===== config.mk =====
export PLATFORM = sky130hd
export DESIGN_NAME = scan_decoder
export DESIGN_NICKNAME = d
export VERILOG_FILES = /design/src/rtl/scan_decoder_pkg.sv /design/src/rtl/scan_decoder_onehot.sv /design/src/rtl/scan_decoder.sv
export SDC_FILE = /design/constraint.sdc
export NUM_CORES = 1
export LEC_CHECK = 0
export BUFFER_PORTS_ARGS = -buffer_cell sky130_fd_sc_hd__clkbuf_2
export CORE_ASPECT_RATIO = 1.2
export CORE_MARGIN = 2
export CORE_UTILIZATION = 45
export CTS_BUF_LIST = sky130_fd_sc_hd__clkbuf_16
export DETAILED_ROUTE_END_ITERATION = 8
export PLACE_DENSITY = 0.7
export SLEW_MARGIN = 20
export SYNTH_ARGS = -nofsm -noshare
export SYNTH_HDL_FRONTEND = slang
export SYNTH_SLANG_ARGS = --single-unit

===== constraint.sdc =====
create_clock -name i_clk -period 2.4 [get_ports i_clk]
set_clock_uncertainty 0.2 [all_clocks]
set_input_delay 0.12 -clock i_clk [delete_from_list [all_inputs] [get_ports i_clk]]
set_output_delay 0.12 -clock i_clk [all_outputs]
set_load 0.01 [all_outputs]

===== src/rtl/scan_decoder_pkg.sv =====
// Shared definitions for the scan decoder: FSM state encoding and sizing helper.
package scan_decoder_pkg;

   // IDLE: nothing decoded, MANUAL: holding a loaded code, SCAN: stepping codes
   typedef enum logic [1:0] {
      ST_IDLE   = 2'd0,
      ST_MANUAL = 2'd1,
      ST_SCAN   = 2'd2
   } state_t;

   // Width of a counter that must hold 0..n-1; never narrower than one bit
   function automatic int cnt_w(input int n);
      return (n > 1) ? $clog2(n) : 1;
   endfunction

endpackage


===== src/rtl/scan_decoder_onehot.sv =====
// Combinational code -> one-hot decoder, OUT_W = 2**SEL_W. Shared with older 3-to-8 designs.
module onehot_decode #(
   parameter int SEL_W = 3
) (
   input  logic [SEL_W-1:0]      i_sel,
   output logic [(2**SEL_W)-1:0] o_onehot
);

   // Place a single 1 at the selected bit position
   always_comb begin
      o_onehot        = '0;
      o_onehot[i_sel] = 1'b1;
   end

endmodule


===== src/rtl/scan_decoder.sv =====
// Registered N-to-2^N decoder with a manual (valid/ready load) mode and an auto-scan
// mode that walks every code, holding each for DWELL clocks. All outputs are registered.
module scan_decoder
   import scan_decoder_pkg::*;
#(
   parameter int SEL_W      = 3,
   parameter int DWELL      = 4,
   parameter bit ACTIVE_LOW = 1'b0
) (
   input  logic                  i_clk,
   input  logic                  i_rst,
   input  logic                  i_en,
   input  logic                  i_mode,
   input  logic [SEL_W-1:0]      i_sel_in,
   input  logic                  i_sel_valid,
   output logic                  o_sel_ready,
   output logic [(2**SEL_W)-1:0] o_dec_out,
   output logic [SEL_W-1:0]      o_cur_sel,
   output logic                  o_wrap
);

   localparam int OUT_W = 2**SEL_W;
   localparam int DW_W  = cnt_w(DWELL);
   localparam logic [DW_W-1:0]  DWELL_LAST = DW_W'(DWELL - 1);
   // Pattern driven when no line is selected
   localparam logic [OUT_W-1:0] DEC_IDLE   = ACTIVE_LOW ? {OUT_W{1'b1}} : {OUT_W{1'b0}};

   state_t             r_state, w_state_nxt;
   logic [SEL_W-1:0]   r_cur_sel, w_cur_nxt;
   logic [DW_W-1:0]    r_dwell, w_dwell_nxt;
   logic [OUT_W-1:0]   r_dec, w_dec_nxt;
   logic               r_wrap, w_wrap_nxt;
   logic               r_sel_ready, w_ready_nxt;
   logic               w_show;
   logic               w_xfer;
   logic [OUT_W-1:0]   w_onehot;
   logic [OUT_W-1:0]   w_dec_active;

   // Manual load only when the previous cycle advertised ready and we are still manual+enabled
   assign w_xfer = i_sel_valid & r_sel_ready & i_en & ~i_mode;

   // Decode the code that will be current after this edge, so dec_out and cur_sel agree
   onehot_decode #(.SEL_W(SEL_W)) u_dec (
      .i_sel    (w_cur_nxt),
      .o_onehot (w_onehot)
   );

   assign w_dec_active = ACTIVE_LOW ? ~w_onehot : w_onehot;
   assign w_dec_nxt    = w_show ? w_dec_active : DEC_IDLE;

   // Next-state logic: mode beats a pending load; en=0 freezes everything and blanks the output
   always_comb begin
      w_state_nxt = r_state;
      w_cur_nxt   = r_cur_sel;
      w_dwell_nxt = r_dwell;
      w_wrap_nxt  = 1'b0;
      w_ready_nxt = i_en & ~i_mode;
      w_show      = 1'b0;
      if (i_en) begin
         if (i_mode) begin
            if (r_state != ST_SCAN) begin
               w_state_nxt = ST_SCAN;
               w_cur_nxt   = '0;
               w_dwell_nxt = '0;
            end else if (r_dwell == DWELL_LAST) begin
               w_dwell_nxt = '0;
               w_cur_nxt   = r_cur_sel + 1'b1;
               w_wrap_nxt  = &r_cur_sel;
            end else begin
               w_dwell_nxt = r_dwell + 1'b1;
            end
         end else if (r_state == ST_SCAN) begin
            w_state_nxt = ST_IDLE;
         end else if (w_xfer) begin
            w_state_nxt = ST_MANUAL;
            w_cur_nxt   = i_sel_in;
         end
         w_show = (w_state_nxt != ST_IDLE);
      end
   end

   // State and output registers
   always_ff @(posedge i_clk or posedge i_rst) begin
      if (i_rst) begin
         r_state     <= ST_IDLE;
         r_cur_sel   <= '0;
         r_dwell     <= '0;
         r_dec       <= DEC_IDLE;
         r_wrap      <= 1'b0;
         r_sel_ready <= 1'b1;
      end else begin
         r_state     <= w_state_nxt;
         r_cur_sel   <= w_cur_nxt;
         r_dwell     <= w_dwell_nxt;
         r_dec       <= w_dec_nxt;
         r_wrap      <= w_wrap_nxt;
         r_sel_ready <= w_ready_nxt;
      end
   end

   assign o_sel_ready = r_sel_ready;
   assign o_dec_out   = r_dec;
   assign o_cur_sel   = r_cur_sel;
   assign o_wrap      = r_wrap;

endmodule

Yosys cells after proc, flatten, opt, wreduce, memory -nomap -nowiden
Cells that the tools add are included.

cells by class
  $add $sub $neg = 2
  magnitude comparators = 2
  equality and inequality tests = 3
  muxes and demuxes = 21
  bitwise gates (word level) = 5
  reduce and logical (&&, ||, !) cells = 4

operator list
  operator                                                                      count
  3-bit two-way mux                                                             6
  2-bit two-way mux                                                             7
  8-bit two-way mux                                                             1
  1-bit two-way mux                                                             6
  1-bit AND                                                                     4
  2-bit == test, second input constant                                          2
  3-bit by 4-bit less-than comparator with 1-bit output, second input constant  1
  3-bit by 1-bit adder with 3-bit output, second input constant                 1
  1-bit demux with 3-bit select                                                 1
  3-bit by 1-bit >= comparator with 1-bit output, second input constant         1
  3-bit AND reduction                                                           1
  2-bit by 1-bit adder with 2-bit output, second input constant                 1
  2-bit != test, second input constant                                          1
  2-bit AND reduction                                                           1
  2-bit nonzero test                                                            1
  1-bit logical AND                                                             1
  1-bit inverter                                                                1

word-level totals
  bits in registers = 17
  output and inout port bits = 13

Longest topological paths before layout
  word-level depth = 12
  mapped depth = 7
  depth with buffers taken out = 7

Cells and area by module
A second synthesis with hierarchy kept.

unflattened totals
  cells, all modules = 68
  area total of the unflattened synthesis = 780.7 µm²

by module, submodules not included
  module         times used  cells an instance  area an instance (µm²)
  scan_decoder   1           60                 715.7
  onehot_decode  1           8                  65.1

Least setup slack after synthesis
OpenSTA, ideal clock, no wires.

  path type = register to register
  start point = reg r_cur_sel[1] (netlist: o_cur_sel[1])
  end point = reg r_dec[5] (netlist: o_dec_out[5])
  library setup time = 0.086 ns
  arrival = 1.668 ns
  slack = 0.446 ns
  stages on the path, launching flop included = 8
  path buffers = 0
  path through = dfrtp_1 > ha_1 > ha_1 > mux2i_1 > nor3_2 > a221oi_2 > or3b_4 > nor3_1

on the way
  cells in the longest elaborated chain, start to end = 10

RTL lines
  item                                                                                                                                           line                       RTL
  from (decl)                                                                                                                                    scan_decoder.sv:29         logic [SEL_W-1:0] r_cur_sel, w_cur_nxt;
  from (signal assigned)                                                                                                                         scan_decoder.sv:93         r_cur_sel <= w_cur_nxt;
  3-bit by 1-bit adder with 3-bit output                                                                                                         scan_decoder.sv:67         w_cur_nxt = r_cur_sel + 1'b1;
  3-bit two-way mux                                                                                                                              scan_decoder.sv:65         end else if (r_dwell == DWELL_LAST) begin
  3-bit two-way mux                                                                                                                              scan_decoder.sv:61         if (r_state != ST_SCAN) begin
  3-bit two-way mux                                                                                                                              scan_decoder.sv:60         if (i_mode) begin
  3-bit two-way mux *                                                                                                                            scan_decoder.sv:59         if (i_en) begin
  3-bit by 4-bit less-than comparator with 1-bit output (implied by the code) or 3-bit by 1-bit >= comparator with 1-bit output (tied branches)  scan_decoder_onehot.sv:12  o_onehot[i_sel] = 1'b1;
  1-bit logical AND (implied by the code)                                                                                                        scan_decoder_onehot.sv:12
  1-bit two-way mux (implied by the code)                                                                                                        scan_decoder_onehot.sv:12
  1-bit demux with 3-bit select *                                                                                                                --
  8-bit two-way mux *                                                                                                                            scan_decoder.sv:49         assign w_dec_nxt = w_show ? w_dec_active : DEC_IDLE;
  via w_dec_nxt[5]                                                                                                                               scan_decoder.sv:31         logic [OUT_W-1:0] r_dec, w_dec_nxt;
  to (signal assigned)                                                                                                                           scan_decoder.sv:95         r_dec <= w_dec_nxt;
  to (decl)                                                                                                                                      scan_decoder.sv:31

Mark *: on every way through the listed nets, which the timed path passes. The rest lies on a longest branch.
A chain may end at the register's enable or synchronous reset.

Worst setup path in the final report
  start point = reg r_cur_sel[0] (netlist: o_cur_sel[0])
  end point = reg r_dec[1] (netlist: o_dec_out[1])

The elaborated chain is that of the path after synthesis.

==> impl_metrics.prom <==
# TYPE chip_impl_metric gauge
chip_impl_metric{name="htree_depth",unit=""} 1
chip_impl_info{name="outcome",value="finished, final reports clean"} 1
chip_impl_metric{name="combinationalPowerShare",unit="%"} 18.2
chip_impl_metric{name="vias_per_cell",unit=""} 5.51
chip_impl_info{name="crit_chain",value="ha_1, ha_1, mux2i_1, nor3_2, a221oi_2, o311ai_1, nor3_1"} 1
chip_impl_info{name="criticalPathCategory",value="register to register"} 1
chip_impl_metric{name="antenna_found_initial",unit=""} 0
chip_impl_metric{name="max-slew-margin-rel",unit="%"} 58.3
chip_impl_metric{name="die_width",unit="um"} 42.9
chip_impl_info{name="top_usage_layer",value="met2"} 1
chip_impl_metric{name="cellInternalPower",unit="W"} 0.000597
chip_impl_metric{name="route.final.wire_length",unit="mm"} 1.65
chip_impl_metric{name="power_leakage",unit="nW"} 0.536
chip_impl_metric{name="synth.yosys.warnings",unit=""} 0
chip_impl_info{name="synth_common_cells",value="16 x dfrtp_1, 9 x nor3_1, 6 x inv_1, 4 x nand2_1, 4 x nor2_1"} 1
chip_impl_metric{name="cts_inserted_buffers",unit=""} 3
chip_impl_metric{name="r2r_slack",unit="ns"} 0.28
chip_impl_metric{name="final_min_period_over_clock_period",unit="%"} 88.4
chip_impl_metric{name="final_layout_size_suffix_gt1_share",unit="%"} 40.2
chip_impl_info{name="ys.flop_type",value="dfrtp_1"} 1
chip_impl_metric{name="max_freq",unit="GHz"} 0.471
chip_impl_metric{name="netlist_area",unit="um2"} 818
chip_impl_info{name="worst_path_most_repeated_cell",value="ha_1"} 1
chip_impl_metric{name="antennaDiodeCount",unit=""} 0
chip_impl_metric{name="syn_nets",unit=""} 82
chip_impl_metric{name="synth_cell_type_count",unit=""} 28
chip_impl_metric{name="route.detailed.drc",unit=""} 0
chip_impl_info{name="clock_tree_from_tritoncts",value="done"} 1
chip_impl_metric{name="drt-pass1-iter-count",unit=""} 4
chip_impl_info{name="rsz0062_at_grt",value="no"} 1
chip_impl_info{name="hold_path_class",value="input pin to register"} 1
chip_impl_metric{name="io_buffer_count",unit=""} 20
chip_impl_metric{name="cts_setup_buffers",unit=""} 0
chip_impl_metric{name="num-fill-cells",unit=""} 141
chip_impl_metric{name="final_net_count",unit=""} 109
chip_impl_metric{name="io_pins",unit=""} 21
chip_impl_metric{name="postRouteAntennaNets",unit=""} 0
chip_impl_metric{name="power_per_cell_area",unit="mW/mm2"} 776
chip_impl_metric{name="chipHeight",unit="um"} 50.7
chip_impl_metric{name="postPlaceCellArea",unit="um2"} 941
chip_impl_metric{name="timing.final.setup_violations",unit=""} 0
chip_impl_metric{name="met3_usage",unit="%"} 3.60
chip_impl_metric{name="syn_avg_cell_area",unit="um2"} 11.5
chip_impl_metric{name="cts.sink_count",unit=""} 17
chip_impl_metric{name="power.sequential.fraction",unit="%"} 41.4
chip_impl_metric{name="met1_usage",unit="%"} 19.4
chip_impl_metric{name="grt_util_all_layers",unit="%"} 17.9
chip_impl_metric{name="avgRoutedWirePerCell",unit="um"} 14.3
chip_impl_metric{name="critPathMaxStageDelay",unit="ns"} 0.40
chip_impl_info{name="cp-end-kind",value="register"} 1
chip_impl_metric{name="fin_setup_tns",unit="ns"} 0
chip_impl_metric{name="synth-seq-area-share",unit="%"} 52.1
chip_impl_info{name="min-delay-start",value="i_en"} 1
chip_impl_metric{name="synthCells",unit=""} 71
chip_impl_metric{name="synth_seq_cells",unit=""} 17
chip_impl_metric{name="first_global_vias",unit=""} 607
chip_impl_metric{name="asyncSetResetFlopFracSynth",unit="%"} 100
chip_impl_metric{name="grt_first_pass_wirelength",unit="mm"} 2.77
chip_impl_metric{name="floorplan.initialDensity",unit="%"} 49.2
chip_impl_metric{name="pin_count_of_the_biggest_net_entering_global_routing",unit=""} 18
chip_impl_metric{name="max-vdd-ir-drop",unit="mV"} 0.445
chip_impl_metric{name="rr_worst_depth",unit=""} 7
chip_impl_metric{name="period_needed",unit="ns"} 2.12
chip_impl_metric{name="worst_path_clk_slew",unit="ns"} 0.05
chip_impl_metric{name="worst_pin_slew",unit="ns"} 0.624
chip_impl_metric{name="power.share.clock",unit="%"} 40.4
chip_impl_metric{name="finalHoldViolations",unit=""} 0
chip_impl_info{name="post-synth-top-area-cell",value="dfrtp_1"} 1
chip_impl_metric{name="yosys.area.top_type_share",unit="%"} 48.9
chip_impl_metric{name="vias",unit=""} 634
chip_impl_info{name="post_synth_main_area_contributors",value="dfrtp_1 49%, nor3_1 5.5%, ha_1 4.6%"} 1
chip_impl_metric{name="max-cap-violations",unit=""} 0
chip_impl_info{name="crit-reg2reg-capture",value="o_dec_out[1]"} 1
chip_impl_metric{name="place_hpwl",unit="mm"} 1.22
chip_impl_metric{name="die_area",unit="mm2"} 0.00218
chip_impl_metric{name="holdPathStages",unit=""} 2
chip_impl_info{name="r2r_start",value="o_cur_sel[0]"} 1
chip_impl_metric{name="timing.critical_path.arrival",unit="ns"} 2.07
chip_impl_metric{name="gp_routability_congestion",unit=""} 0.802
chip_impl_info{name="synth_most_common_cell",value="dfrtp_1"} 1
chip_impl_info{name="worstHoldEndpoint",value="o_cur_sel[2]"} 1
chip_impl_info{name="cts_root_cell",value="clkbuf_16"} 1
chip_impl_metric{name="met2_resource_use_gr",unit="%"} 30.3
chip_impl_metric{name="switching_power",unit="W"} 0.000210
chip_impl_info{name="start_kind",value="register"} 1
chip_impl_metric{name="floorplan.rows",unit=""} 16
chip_impl_metric{name="final_design_area_no_fill",unit="mm2"} 0.00104
chip_impl_metric{name="drv_slew",unit=""} 0
chip_impl_metric{name="clock_tree.buffer_depth",unit=""} 2
chip_impl_metric{name="design.core.area",unit="mm2"} 0.00166
chip_impl_metric{name="timing.critical_path.fanout_max",unit=""} 4
chip_impl_metric{name="switching_fraction",unit="%"} 26.0
chip_impl_metric{name="syn_to_final_growth",unit="%"} 27.1
chip_impl_metric{name="insertion_delay",unit="ns"} 0.25
chip_impl_metric{name="synth_enable_flop_cells",unit=""} 0
chip_impl_metric{name="overflow",unit=""} 0
chip_impl_metric{name="detailedRoute.firstIterationViolations",unit=""} 7
chip_impl_metric{name="cp_data_required_time",unit="ns"} 2.34
chip_impl_info{name="critical_path.slowest_cell",value="dfrtp_1"} 1
[power groups by stage]
stage	clock network, W	registers [W]	logic [W]
finish	0.000326	0.000334	0.000147
global route	0.000344	0.000337	0.000167
CTS	0.000330	0.000334	0.000148
detailed placement	0	0.000339	0.000144
global placement	0	0.000337	0.000143
floorplan	0	0.000343	0.0000940
[flip-flops by register name, indices dropped and copies added (netlist names)]
| signal | cells |
|---|---|
| r_dwell | 2 |
| r_state | 2 |
| o_cur_sel | 3 |
| o_wrap | 1 |
| o_dec_out | 8 |
| o_sel_ready | 1 |
[through the flow]
stage | total power (W) | setup slack [ns] | utilization [%] | hold slack (ns) | cells
3_5_place_dp | 0.000483 | 0.324 | 56.6 | 0.0105 | 109
2_1_floorplan | 0.000437 | 0.446 | - | -0.155 | 71
4_1_cts | 0.000813 | 0.299 | 62.6 | 0.0352 | 115
3_3_place_gp | 0.000480 | 0.373 | 56.6 | -0.00138 | 109
6_report | 0.000807 | 0.278 | 62.6 | 0.0332 | 115
5_1_grt | 0.000848 | 0.119 | 62.6 | 0.0712 | 115
[layout make-up]
class | count | area [um2] | area share [%]
clock buffer | 3 | 75.1 | 7.22
clock inverter | 1 | 3.75 | 0.361
inverter | 7 | 26.3 | 2.53
multi-input combinational | 47 | 365 | 35.1
sequential | 17 | 427 | 41.0
tap | 18 | 22.5 | 2.17
timing repair buffer | 22 | 120 | 11.6
[worst max-delay path, delay by kind of cell, from the launching register on]
kind	cells	cell delay (ns)
AOI/OAI and AO/OA	2	0.47
adders and majority gates	2	0.47
DFF	1	0.40
muxes	1	0.17
and+or+nand+nor	2	0.30
[worst max-delay path by stage]
stage / from / endpoint / slack [ns] / cells past startpoint
floorplan: o_cur_sel[1] / o_dec_out[5] / 0.45 / 7
CTS: o_cur_sel[1] / o_dec_out[1] / 0.30 / 7
global placement: o_cur_sel[1] / o_dec_out[0] / 0.37 / 7
finish: o_cur_sel[0] / o_dec_out[1] / 0.28 / 7
global route: o_cur_sel[1] / o_dec_out[1] / 0.12 / 7
detailed placement: o_cur_sel[1] / o_dec_out[1] / 0.32 / 7
[timing repair]
item | 4_1_cts | 5_1_grt
gates resized for setup | 0 | 0
hold buffers | 2 | 0
setup endpoints to repair | 0 | 0
hold endpoints to repair | 17 | 0
[per-layer routing]
| metal | share of wire, % | wire length [um] |
|---|---|---|
| met1 | 39 | 641 |
| met2 | 51 | 844 |
| met3 | 3.8 | 63 |
| met4 | 6.0 | 99 |
| met5 | 0 | 0 |
[cells in the final DEF (no fill, tap or decap), types with 3 or more instances in the layout]
master	netlist	final
nand2_1	4	4
inv_1	6	7
a21oi_1	3	3
ha_1	3	3
nor2_1	4	4
dfrtp_1	16	16
clkbuf_16	0	3
nor3_1	9	9
clkbuf_2	0	20
[logic make-up (layout without fill, tap and decap cells)]
kind of cell,after synthesis,after routing,share of synthesized area (%)
muxes,2,2,2.45
buffers and inverters,7,33,3.21
adders and majority gates,3,3,4.59
AOI/OAI and AO/OA,14,14,16.8
and+or+nand+nor,28,28,20.8
DFF,17,17,52.1
Power figures use the tool's default switching activity.
